`config.mk`:
```
export PLATFORM = sky130hd
export DESIGN_NAME = reg_write_arbiter
export DESIGN_NICKNAME = d
export VERILOG_FILES = /design/src/rtl/nanorisc_pkg.sv /design/src/rtl/rr_pick.sv /design/src/rtl/reg_write_arbiter.sv
export SDC_FILE = /design/constraint.sdc
export NUM_CORES = 1
export LEC_CHECK = 0
export ABC_AREA = 1
export BUFFER_PORTS_ARGS = -buffer_cell sky130_fd_sc_hd__buf_2
export CAP_MARGIN = 10
export CORE_ASPECT_RATIO = 2
export CORE_MARGIN = 10
export CORE_UTILIZATION = 51
export DETAILED_ROUTE_END_ITERATION = 10
export PLACE_DENSITY = 0.95
export SLEW_MARGIN = 20
export SYNTH_ARGS = -nofsm -noshare
export SYNTH_HDL_FRONTEND = slang
export SYNTH_SLANG_ARGS = --single-unit
export TNS_END_PERCENT = 50
```
`constraint.sdc`:
```
create_clock -name clock -period 6.5 [get_ports clock]
set_input_delay 0.975 -clock clock [delete_from_list [all_inputs] [get_ports clock]]
set_output_delay 0.975 -clock clock [all_outputs]
set_load 0.03 [all_outputs]
```
`src/rtl/nanorisc_pkg.sv`:
```
// Shared constants for the nanorisc register bank.
// Holds bank selects, register indices and the data width.
package nanorisc_pkg;

    localparam int DATA_W = 8;

    localparam logic BANK_A = 1'b0;
    localparam logic BANK_B = 1'b1;

    localparam logic [1:0] REG_ZERO = 2'd0;
    localparam logic [1:0] REG_MEM  = 2'd1;
    localparam logic [1:0] REG_RA   = 2'd3;

    typedef logic [DATA_W-1:0] data_t;

endpackage

```
`src/rtl/rr_pick.sv`:
```
// Combinational round-robin picker: the first valid requester at or after ptr, wrapping.
// Returns a one-hot grant, the winner's index, and whether any requester was valid.
module rr_pick #(
    parameter int N = 3,
    parameter int W = 2
) (
    input  logic [N-1:0] valid,
    input  logic [W-1:0] ptr,
    output logic [N-1:0] grant,
    output logic [W-1:0] idx,
    output logic         any
);

    int j;

    // NOTE: every output gets a default before the loop, so no path leaves a value unassigned and no latch is inferred.
    always_comb begin
        grant = '0;
        idx   = '0;
        any   = 1'b0;
        j     = 0;
        for (int i = 0; i < N; i++) begin
            j = int'(ptr) + i;
            if (j >= N) j = j - N;
            if (!any && valid[j]) begin
                any      = 1'b1;
                grant[j] = 1'b1;
                idx      = W'(j);
            end
        end
    end

endmodule

```
`src/rtl/reg_write_arbiter.sv`:
```
// Round-robin arbiter for the register bank write port and the $mem load port.
// Serialises bank-A $mem writes against loads and silently drops writes to $zero.
module reg_write_arbiter
    import nanorisc_pkg::*;
#(
    parameter int NUM_REQ = 3,
    parameter int RR_W    = 2
) (
    input  logic                      clock,
    input  logic                      resetN,
    input  logic [NUM_REQ-1:0]        reqValid,
    input  logic [NUM_REQ-1:0]        reqBank,
    input  logic [2*NUM_REQ-1:0]      reqAddr,
    input  logic [DATA_W*NUM_REQ-1:0] reqData,
    output logic [NUM_REQ-1:0]        reqReady,
    input  logic                      memValid,
    input  logic [DATA_W-1:0]         memData,
    output logic                      memReady,
    output logic [1:0]                writeReg,
    output logic [DATA_W-1:0]         writeData,
    output logic                      RegWrite,
    output logic                      isSendType0,
    output logic [DATA_W-1:0]         memWrite,
    output logic                      RegMemWrite,
    output logic                      zeroDrop
);

    logic [RR_W-1:0]    rr_ptr;
    logic               mem_yield;
    logic [NUM_REQ-1:0] cand_onehot;
    logic [RR_W-1:0]    cand_idx;
    logic               cand_any;
    logic               cand_bank;
    logic [1:0]         cand_addr;
    data_t              cand_data;
    logic               conflict;
    logic               zero_hit;
    logic               req_grant;
    logic               mem_grant;
    logic [RR_W-1:0]    next_ptr;

    rr_pick #(.N(NUM_REQ), .W(RR_W)) u_pick (
        .valid (reqValid),
        .ptr   (rr_ptr),
        .grant (cand_onehot),
        .idx   (cand_idx),
        .any   (cand_any)
    );

    assign cand_bank = reqBank[cand_idx];
    assign cand_addr = reqAddr[2*int'(cand_idx) +: 2];
    assign cand_data = reqData[DATA_W*int'(cand_idx) +: DATA_W];

    // The load port only ever writes $mem, so only a bank-A index-1 candidate collides with it.
    assign conflict  = cand_any && (cand_bank == BANK_A) && (cand_addr == REG_MEM) && memValid;
    assign zero_hit  = (cand_bank == BANK_A) && (cand_addr == REG_ZERO);
    assign req_grant = resetN && cand_any && (!conflict || mem_yield);
    assign mem_grant = resetN && memValid && !(conflict && mem_yield);
    assign next_ptr  = (cand_idx == RR_W'(NUM_REQ - 1)) ? '0 : cand_idx + 1'b1;

    assign reqReady  = req_grant ? cand_onehot : '0;
    assign memReady  = mem_grant;

    // NOTE: sequential state uses non-blocking assignments so every register samples pre-edge values.
    always_ff @(posedge clock or negedge resetN) begin
        if (!resetN) begin
            rr_ptr      <= '0;
            mem_yield   <= 1'b0;
            writeReg    <= '0;
            writeData   <= '0;
            isSendType0 <= 1'b0;
            RegWrite    <= 1'b0;
            memWrite    <= '0;
            RegMemWrite <= 1'b0;
            zeroDrop    <= 1'b0;
        end else begin
            RegWrite    <= req_grant && !zero_hit;
            zeroDrop    <= req_grant && zero_hit;
            RegMemWrite <= mem_grant;
            if (req_grant) rr_ptr <= next_ptr;
            // A dropped $zero write leaves the visible write bus untouched.
            if (req_grant && !zero_hit) begin
                writeReg    <= cand_addr;
                writeData   <= cand_data;
                isSendType0 <= (cand_bank == BANK_B);
            end
            if (mem_grant) memWrite <= memData;
            if (conflict) mem_yield <= ~mem_yield;
        end
    end

endmodule
```
==> impl_metrics.ini, run 1 <==
[outcome]
outcome = finished clean

[final_layout]
antenna_cells = 0
seqCellArea_um2 = 626
nFillCells = 283
drive_gt1_share_pct = 32.1
final_cell_area_mm2 = 0.00207
finalNetCount = 351
syn_to_final_growth_pct = 23.9
multi_input_area_um2 = 913

[yosys]
ys_top_cells_by_count = 80 x nand2_1, 25 x dfrtp_1, 21 x nand3_1
synth_area_leaders = dfrtp_1 38%, nand2_1 18%, nand3_1 6.3%
synth_xor_area_share_pct = 0
synth.top_cell.area_share_pct = 37.5
synth_compound_area_share_pct = 9.83
synthArstFlopShare_pct = 100
yosys.area_share.simple_pct = 42.0
ys_seq_elements = 25
ys_types = 28
synth_edf_count = 0
synth.cell_area_mm2 = 0.00167
syn_inst = 230
yosysWarningCount = 0
syn-num-nets = 281
synth_mux_area_share_pct = 0
synthAdderAreaFrac_pct = 3.00
seq_area_frac_synth_pct = 37.5
synth_flop_cell = dfrtp_1
synth_most_common_cell = nand2_1
synth_top_area_cell = dfrtp_1
synth_top_family_by_area = simple AND/OR/NAND/NOR gates
syn_area_per_cell_um2 = 7.25

[sta]
finalMaxSlewViolations = 0
maxSlewHeadroom_pct = 61.3
finalSetupViolCount = 0
max_freq_mhz = 228
rsz0062_at_grt = false
period_needed_ns = 4.39
period_share_pct = 67.6
worst_pin_slew_ns = 0.580
hold_viol_final = 0
skew_ns = 0.00240
setup_tns_ns = 0

[pwr]
swShare_pct = 57.4
switchingPower_w = 0.000703
powerDensity_mw_per_mm2 = 593
p_seq_share_pct = 20.6
p_int_w = 0.000521
leakagePower_nw = 1.18
p_clk_share_pct = 7.2
ir_worst_vdd_v = 0.000440
combPwrFrac_pct = 72.2

[clock_network]
cts_buffers = 3
cts_tree = yes
cts_hold_buf = 0
cts_resized = 0
cts_setup_buffers = 0
worst_skew_pair.late_latency_ns = 0.26
ctsRootBufferMaster = clkbuf_8
h-tree-depth = 1
cts_buffer_depth = 2
clk_pin_slew_ns = 0.08
clkSinkCount = 25

[critical_path]
cp_max_fo = 14
crit_top_cell = nand2_1
r2r_start = rr_ptr[0]
criticalPathCategory = reg2out
slowest_stage = dfrtp_1
cp_top_family = simple AND/OR/NAND/NOR gates
worstPathCellList = inv_1 > ha_1 > inv_2 > nand2_1 > nand3_1 > nand2_1 > nand4_1 > nand2_1 > inv_1 > nand3_1 > a21oi_4 > nand3_4 > nand2_2 > a21oi_1 > buf_2
crit_buf_inv = 4
r2r-end = isSendType0
critPathLaunchType = flop
reg2reg_slack_ns = 3.19
end_kind = output port
arrival_ns = 3.42
cp.required_ns = 5.52
ff2ff_path_depth = 16
cpPeakStageDelay_ns = 0.43

[grt]
antenna_found_initial = 0
grt_start_max_net_pins = 28
grt_pass1_vias = 1820
gr-total-overflow = 0
grt_usage_pct = 16.1
grt_first_pass_wirelength_um = 7870

[routing]
drtIter0Drc = 69
vias = 1769
ant_nets = 0
drc = 0
viasPerCell = 5.36
wl_um = 4900
first_pass_iters = 4
wl_per_cell_um = 14.9

[placement]
io_buffers = 72
hpwlAfterDp_um = 4130
place_area_mm2 = 0.00202
place.gp.congestion = 0.933

[hold_path]
holdCritPathClass = reg2reg
worstHoldStart = memWrite[0]
hold_end = memWrite[0]
hold_path_depth = 2

[floorplanning]
fp-row-count = 29
core_area_mm2 = 0.00316
num_io_pins = 73
die_y_um = 101
floorplan.initialDensity_pct = 52.8
fp.dieArea_mm2 = 0.00609
fp.dieW_um = 60.4

[job]
cap_violations = 0
==> layer usage <==
layer | up-vias | part of all wire (%) | track usage, %
li1 | 889 | - | -
met1 | 800 | 35 | 15.3
met2 | 64 | 54 | 29.4
met3 | 16 | 8.2 | 3.54
met4 | 0 | 3.2 | 9.17
met5 | - | 0 | 0
==> worst register-to-register path, cell delays in order, from the launching register on <==
cell     delay, ns
dfrtp_1       0.43
inv_1         0.08
ha_1          0.40
inv_2         0.17
nand2_1       0.07
nand3_1       0.08
nand2_1       0.10
nand4_1       0.13
nand2_1       0.26
inv_1         0.37
nand3_1       0.20
nand2_1       0.12
inv_1         0.04
nand2_1       0.28
nand3_2       0.28
nand2_1       0.14
nand2_1       0.05
==> metrics by stage <==
step           utilization [%]  setup WS [ns]  hold slack (ns)  std cells  total power [W]
2_1_floorplan                -           2.96            0.503        230         0.000961
3_3_place_gp              64.0           2.37            0.449        326          0.00111
3_5_place_dp              64.0           2.28            0.455        326          0.00114
4_1_cts                   65.4           2.14            0.474        330          0.00123
5_1_grt                   65.4           1.80            0.490        330          0.00134
6_report                  65.4           2.11            0.470        330          0.00122
==> cell type report <==
class	count	area share (%)
multi-input cells	176	44.2
flip-flops and latches	25	30.3
repair buffers	72	17.4
inverters	22	4.00
clock buffers	4	2.18
well taps	31	1.88
==> power by group through the flow <==
| stage | Clock, W | Combinational (W) | Sequential [W] |
|---|---|---|---|
| after global routing | 0.0000962 | 0.000983 | 0.000258 |
| final | 0.0000885 | 0.000883 | 0.000252 |
| after floorplan | 0 | 0.000607 | 0.000354 |
| after global placement | 0 | 0.000860 | 0.000252 |
| after CTS | 0.0000912 | 0.000885 | 0.000252 |
| after detailed placement | 0 | 0.000884 | 0.000254 |
==> sequential cells by signal (all words and copies together) (netlist names) <==
signal	count
zeroDrop	1
RegWrite	1
rr_ptr	2
writeReg	2
writeData	8
mem_yield	1
RegMemWrite	1
isSendType0	1
memWrite	8
==> placed cells by master, fill, tap and decap left out, types with 4 or more instances in the layout <==
cell / count
ha_1: 4
inv_1: 18
nand4_1: 11
nor2_1: 13
buf_2: 72
nand2_2: 8
nand2_1: 80
o21ai_0: 18
nand3_1: 21
dfrtp_1: 25
nand3_2: 4
==> cells by family (layout without fill, tap and decap cells) <==
logic type | Yosys count | count (layout)
AO/OA/AOI/OAI | 28 | 28
adder cells (fa/ha/maj) | 4 | 4
buffers and inverters | 29 | 98
flip-flops | 25 | 25
AND/OR/NAND/NOR | 144 | 144
==> how the worst max path moves through the flow <==
stage	start	end	slack, ns	depth (start not counted)
finish	rr_ptr[0]	reqReady[2]	2.11	15
CTS	rr_ptr[0]	reqReady[2]	2.14	15
global placement	reqValid[2]	reqReady[2]	2.37	13
floorplan	reqValid[2]	reqReady[2]	2.96	14
detailed placement	reqValid[2]	reqReady[2]	2.28	13
global route	rr_ptr[0]	reqReady[2]	1.80	15
Note: power is estimated with default switching activity, not from simulation.
==> inputs of run 2 (changes only) <==
- CORE_UTILIZATION: 51 -> 47
- PLACE_DENSITY: 0.95 -> 0.9
- clock period: 6.5 -> 4.3 ns (I/O delays scaled with it)
==> run 2 against run 1 <==
Compared with the run above:
- combinational power is 53% higher
- cell count is 5.2% higher
- hold slack worse by 0.11 ns
- global-route usage is 0.25 points lower
- register-to-register slack worse by 2.1 ns
- setup slack worse by 1.8 ns
- non-clock buffer count stayed put
- largest cell class unchanged
- largest power group unchanged
==> impl_metrics.ini, run 2 (synthesized netlist as in run 1, its figures left out) <==
[final_layout]
seqCellArea_um2 = 626
multi_input_area_um2 = 916
final_cell_mix = 79 x nand2_1, 72 x buf_2, 25 x dfrtp_1, 21 x nand3_1, 18 x o21ai_0
finalNetCount = 351
nFillCells = 347
drive_gt1_share_pct = 33.1
antenna_cells = 0
syn_to_final_growth_pct = 25.7
reg_top3 = memWrite x8, writeData x8
layoutNonFillerInstCount = 347
final_cell_area_mm2 = 0.00209
layout_commonest_cell = nand2_1

[clock_network]
clkSinkCount = 25
cts_buffers = 3
clk_pin_slew_ns = 0.08
worst_skew_pair.late_latency_ns = 0.26
ctsRootBufferMaster = clkbuf_8
cts_buffer_depth = 2
cts_tree = yes
h-tree-depth = 1
cts_hold_buf = 0
cts_setup_buffers = 0

[placement]
io_buffers = 72
place.gp.congestion = 0.903
hpwlAfterDp_um = 4300
dp_worst_setup_slack_ns = 0.600
place_area_mm2 = 0.00204
placed_cells_incl_taps = 343

[floorplanning]
floorplan.initialDensity_pct = 48.8
fp-row-count = 30
fp.dieW_um = 62.1
fp.dieArea_mm2 = 0.00647
core_area_mm2 = 0.00342
num_io_pins = 73
die_y_um = 104

[pwr]
ir_worst_vdd_v = 0.000582
powerDensity_mw_per_mm2 = 892
leakagePower_nw = 1.18

[routing]
drc = 0
vias = 1768
drtIter0Drc = 43
wl_per_cell_um = 14.8
wl_um = 5140
viasPerCell = 5.10
ant_nets = 0
first_pass_iters = 4

[grt]
gr-total-overflow = 0
grt_first_pass_wirelength_um = 8580
grt_start_max_net_pins = 28
grt_usage_pct = 15.8
grt_pass1_vias = 1871
antenna_found_initial = 0

[critical_path]
end_kind = output port
worstPathCellList = inv_1 > ha_1 > inv_2 > nand3_1 > nand2_1 > nand4_1 > nand2_2 > clkinvlp_4 > nand3_1 > nand2_2 > nor2_8 > nand3_4 > nand2_2 > a21oi_1 > buf_2
cp_top_family = simple AND/OR/NAND/NOR gates
criticalPathCategory = reg2out
cpPeakStageDelay_ns = 0.41
arrival_ns = 3.30
cp_max_fo = 14
crit_buf_inv = 4
crit_top_cell = nand2_2
slowest_stage = dfrtp_1
cp.required_ns = 3.65
critPathLaunchType = flop

[sta]
hold_viol_final = 0
period_needed_ns = 3.94
finalSetupViolCount = 0
setup_tns_ns = 0
finalMaxSlewViolations = 0
max_freq_mhz = 254
period_share_pct = 91.7
worst_pin_slew_ns = 0.576
maxSlewHeadroom_pct = 61.6
setup_slack_ns = 0.355
hold_ws_ns = 0.365
rsz0062_at_grt = false
skew_ns = 0.00416

[hold_path]
holdCritPathClass = in2async

[job]
cap_violations = 0

[outcome]
outcome = finished clean
## run 2: stage by stage
stage | utilization (%) | power (W)
floorplan | - | 0.00145
global placement | 59.8 | 0.00169
detailed placement | 59.8 | 0.00172
CTS | 61.1 | 0.00187
global route | 61.3 | 0.00205
finish | 61.3 | 0.00187
## run 2: power breakdown
group          internal, W  total (W)  leakage, nW  switching, W
combinational     0.000394    0.00135        0.845      0.000960
sequential        0.000331   0.000379        0.310     0.0000479
clock            0.0000647   0.000135       0.0255     0.0000705
## run 2: path summary, 6_finish.rpt
check | startpoint | endpoint | slack, ns | depth (start not counted)
hold reg to reg | memWrite[4] | memWrite[4] | 0.47 | 2
setup reg to reg | rr_ptr[0] | isSendType0 | 1.12 | 15
max in group asynchronous | resetN | memWrite[2] | 3.55 | 1
min in group clock | memWrite[4] | memWrite[4] | 0.47 | 2
hold / removal | resetN | writeData[6] | 0.36 | 1
setup / recovery | rr_ptr[0] | reqReady[2] | 0.36 | 15
## run 2: layout make-up
cell class	count	share of cell area (%)
multi-input cells	176	43.7
clock buffers	3	1.97
flip-flops and latches	25	29.9
well taps	48	2.87
clock inverters	1	0.239
inverters	22	4.12
repair buffers	72	17.2
## run 2: what timing repair did
item	4_1_cts	5_1_grt
endpoints found under the setup margin	0	4
hold endpoints to repair	0	0
resized for setup	0	2
## run 2: per-layer routing
layer | wire length (um) | global-route usage [%] | vias up
li1 | - | - | 891
met1 | 1820 | 14.8 | 812
met5 | 0 | 0 | -
met4 | 133 | 8.22 | 0
met2 | 2950 | 30.1 | 53
met3 | 236 | 3.45 | 12
==> inputs of run 3 (changes only) <==
- clock period: 4.3 -> 4 ns (I/O delays scaled with it)
==> run 3 against run 2 <==
Compared with the run above:
- via count rose by 2.5%
- combinational power rose by 7%
- hold slack got worse by 0.18 ns
- utilization rose by 0.26 points
- critical path type unchanged
- highest routed layer unchanged
==> impl_metrics.ini, run 3 (synthesized netlist as in run 1, its figures left out) <==
[outcome]
outcome = finished clean

[sta]
setup_tns_ns = 0
worst_pin_slew_ns = 0.395
finalSetupViolCount = 0
hold_ws_ns = 0.185
finalMaxSlewViolations = 0
maxSlewHeadroom_pct = 73.6
skew_ns = 0.00287
setup_slack_ns = 0.273
max_freq_mhz = 268
rsz0062_at_grt = false
period_share_pct = 93.2
period_needed_ns = 3.73
hold_viol_final = 0

[grt]
grt_pass1_vias = 1916
antenna_found_initial = 0
gr-total-overflow = 0
grt_usage_pct = 15.3
grt_first_pass_wirelength_um = 8360
grt_start_max_net_pins = 18

[critical_path]
cp.required_ns = 3.40
cp_max_fo = 14
critPathLaunchType = flop
end_kind = output port
criticalPathCategory = reg2out
arrival_ns = 3.13

[hold_path]
holdCritPathClass = in2async

[placement]
hpwlAfterDp_um = 4250
dp_worst_setup_slack_ns = 0.597
place.gp.congestion = 1.02
place_area_mm2 = 0.00206
placed_cells_incl_taps = 345
io_buffers = 72

[routing]
drc = 0
ant_nets = 0
vias = 1812
viasPerCell = 5.19
drtIter0Drc = 81
wl_per_cell_um = 14.4
first_pass_iters = 4
wl_um = 5030

[clock_network]
cts_resized = 0
clkSinkCount = 25
cts_buffer_depth = 2
cts_setup_buffers = 0
cts_hold_buf = 0
cts_buffers = 3
worst_skew_pair.late_latency_ns = 0.26
cts_tree = yes
h-tree-depth = 1
ctsRootBufferMaster = clkbuf_8
clk_pin_slew_ns = 0.08

[final_layout]
layoutNonFillerInstCount = 349
multi_input_area_um2 = 913
seqCellArea_um2 = 626
reg_top3 = memWrite x8, writeData x8
antenna_cells = 0
syn_to_final_growth_pct = 26.2
final_cell_area_mm2 = 0.00210
drive_gt1_share_pct = 32.9
nFillCells = 326
finalNetCount = 353
final_cell_mix = 80 x nand2_1, 72 x buf_2, 25 x dfrtp_1, 21 x nand3_1
layout_commonest_cell = nand2_1

[floorplanning]
core_area_mm2 = 0.00342
die_y_um = 104
num_io_pins = 73
fp-row-count = 30
fp.dieW_um = 62.1
floorplan.initialDensity_pct = 48.8
fp.dieArea_mm2 = 0.00647

[job]
cap_violations = 0

[pwr]
leakagePower_nw = 1.19
powerDensity_mw_per_mm2 = 947
ir_worst_vdd_v = 0.000662
-- run 3: cell count changes in the layout (fill, tap and decap cells not counted), sizes merged --
cell and delta:
inv +1, clkinvlp -1, buf +2
-- run 3: where the power goes --
part	switching (W)	internal, W
Combinational	0.00101	0.000431
Clock	0.0000733	0.0000694
Sequential	0.0000516	0.000356
Total	0.00114	0.000857
-- run 3: layout make-up --
class                   count  share of cell area, %
repair buffers             74                   17.8
well taps                  48                   2.86
clock inverters             1                  0.238
flip-flops and latches     25                   29.7
multi-input cells         176                   43.4
inverters                  22                   3.93
clock buffers               3                   1.96
-- run 3: worst paths after layout --
check	start	end	slack [ns]	depth (start not counted)
max	rr_ptr[0]	reqReady[0]	0.27	15
min	resetN	writeData[6]	0.18	1
max reg2reg	rr_ptr[0]	writeData[1]	1.03	16
min reg2reg	memWrite[2]	memWrite[2]	0.47	2
max in group asynchronous	resetN	mem_yield	3.34	2
min in group clock	memWrite[2]	memWrite[2]	0.47	2
-- run 3: through the flow --
step / utilization (%) / power (W)
finish: 61.6 / 0.00199
global route: 61.6 / 0.00219
CTS: 61.6 / 0.00199
detailed placement: 60.2 / 0.00185
global placement: 60.2 / 0.00183
floorplan: - / 0.00156
-- run 3: layer usage --
metal	part of all wire [%]	track usage [%]	up-vias
li1	-	-	897
met1	34	13.6	814
met2	56	29.9	81
met3	5.7	2.80	20
met4	4.3	9.05	0
met5	0	0	-
-- run 3: critical path: stages, from the launching register on --
cell and delay, ns:
dfrtp_1 0.40, inv_1 0.08, ha_1 0.39, inv_2 0.16, nand2_1 0.08, nand3_1 0.07
nand2_1 0.10, nand4_1 0.16, nand2_1 0.09, inv_1 0.27, nand3_1 0.20, a21oi_4 0.24
nand3_4 0.20, nand2_2 0.20, nor2_1 0.07, buf_2 0.18
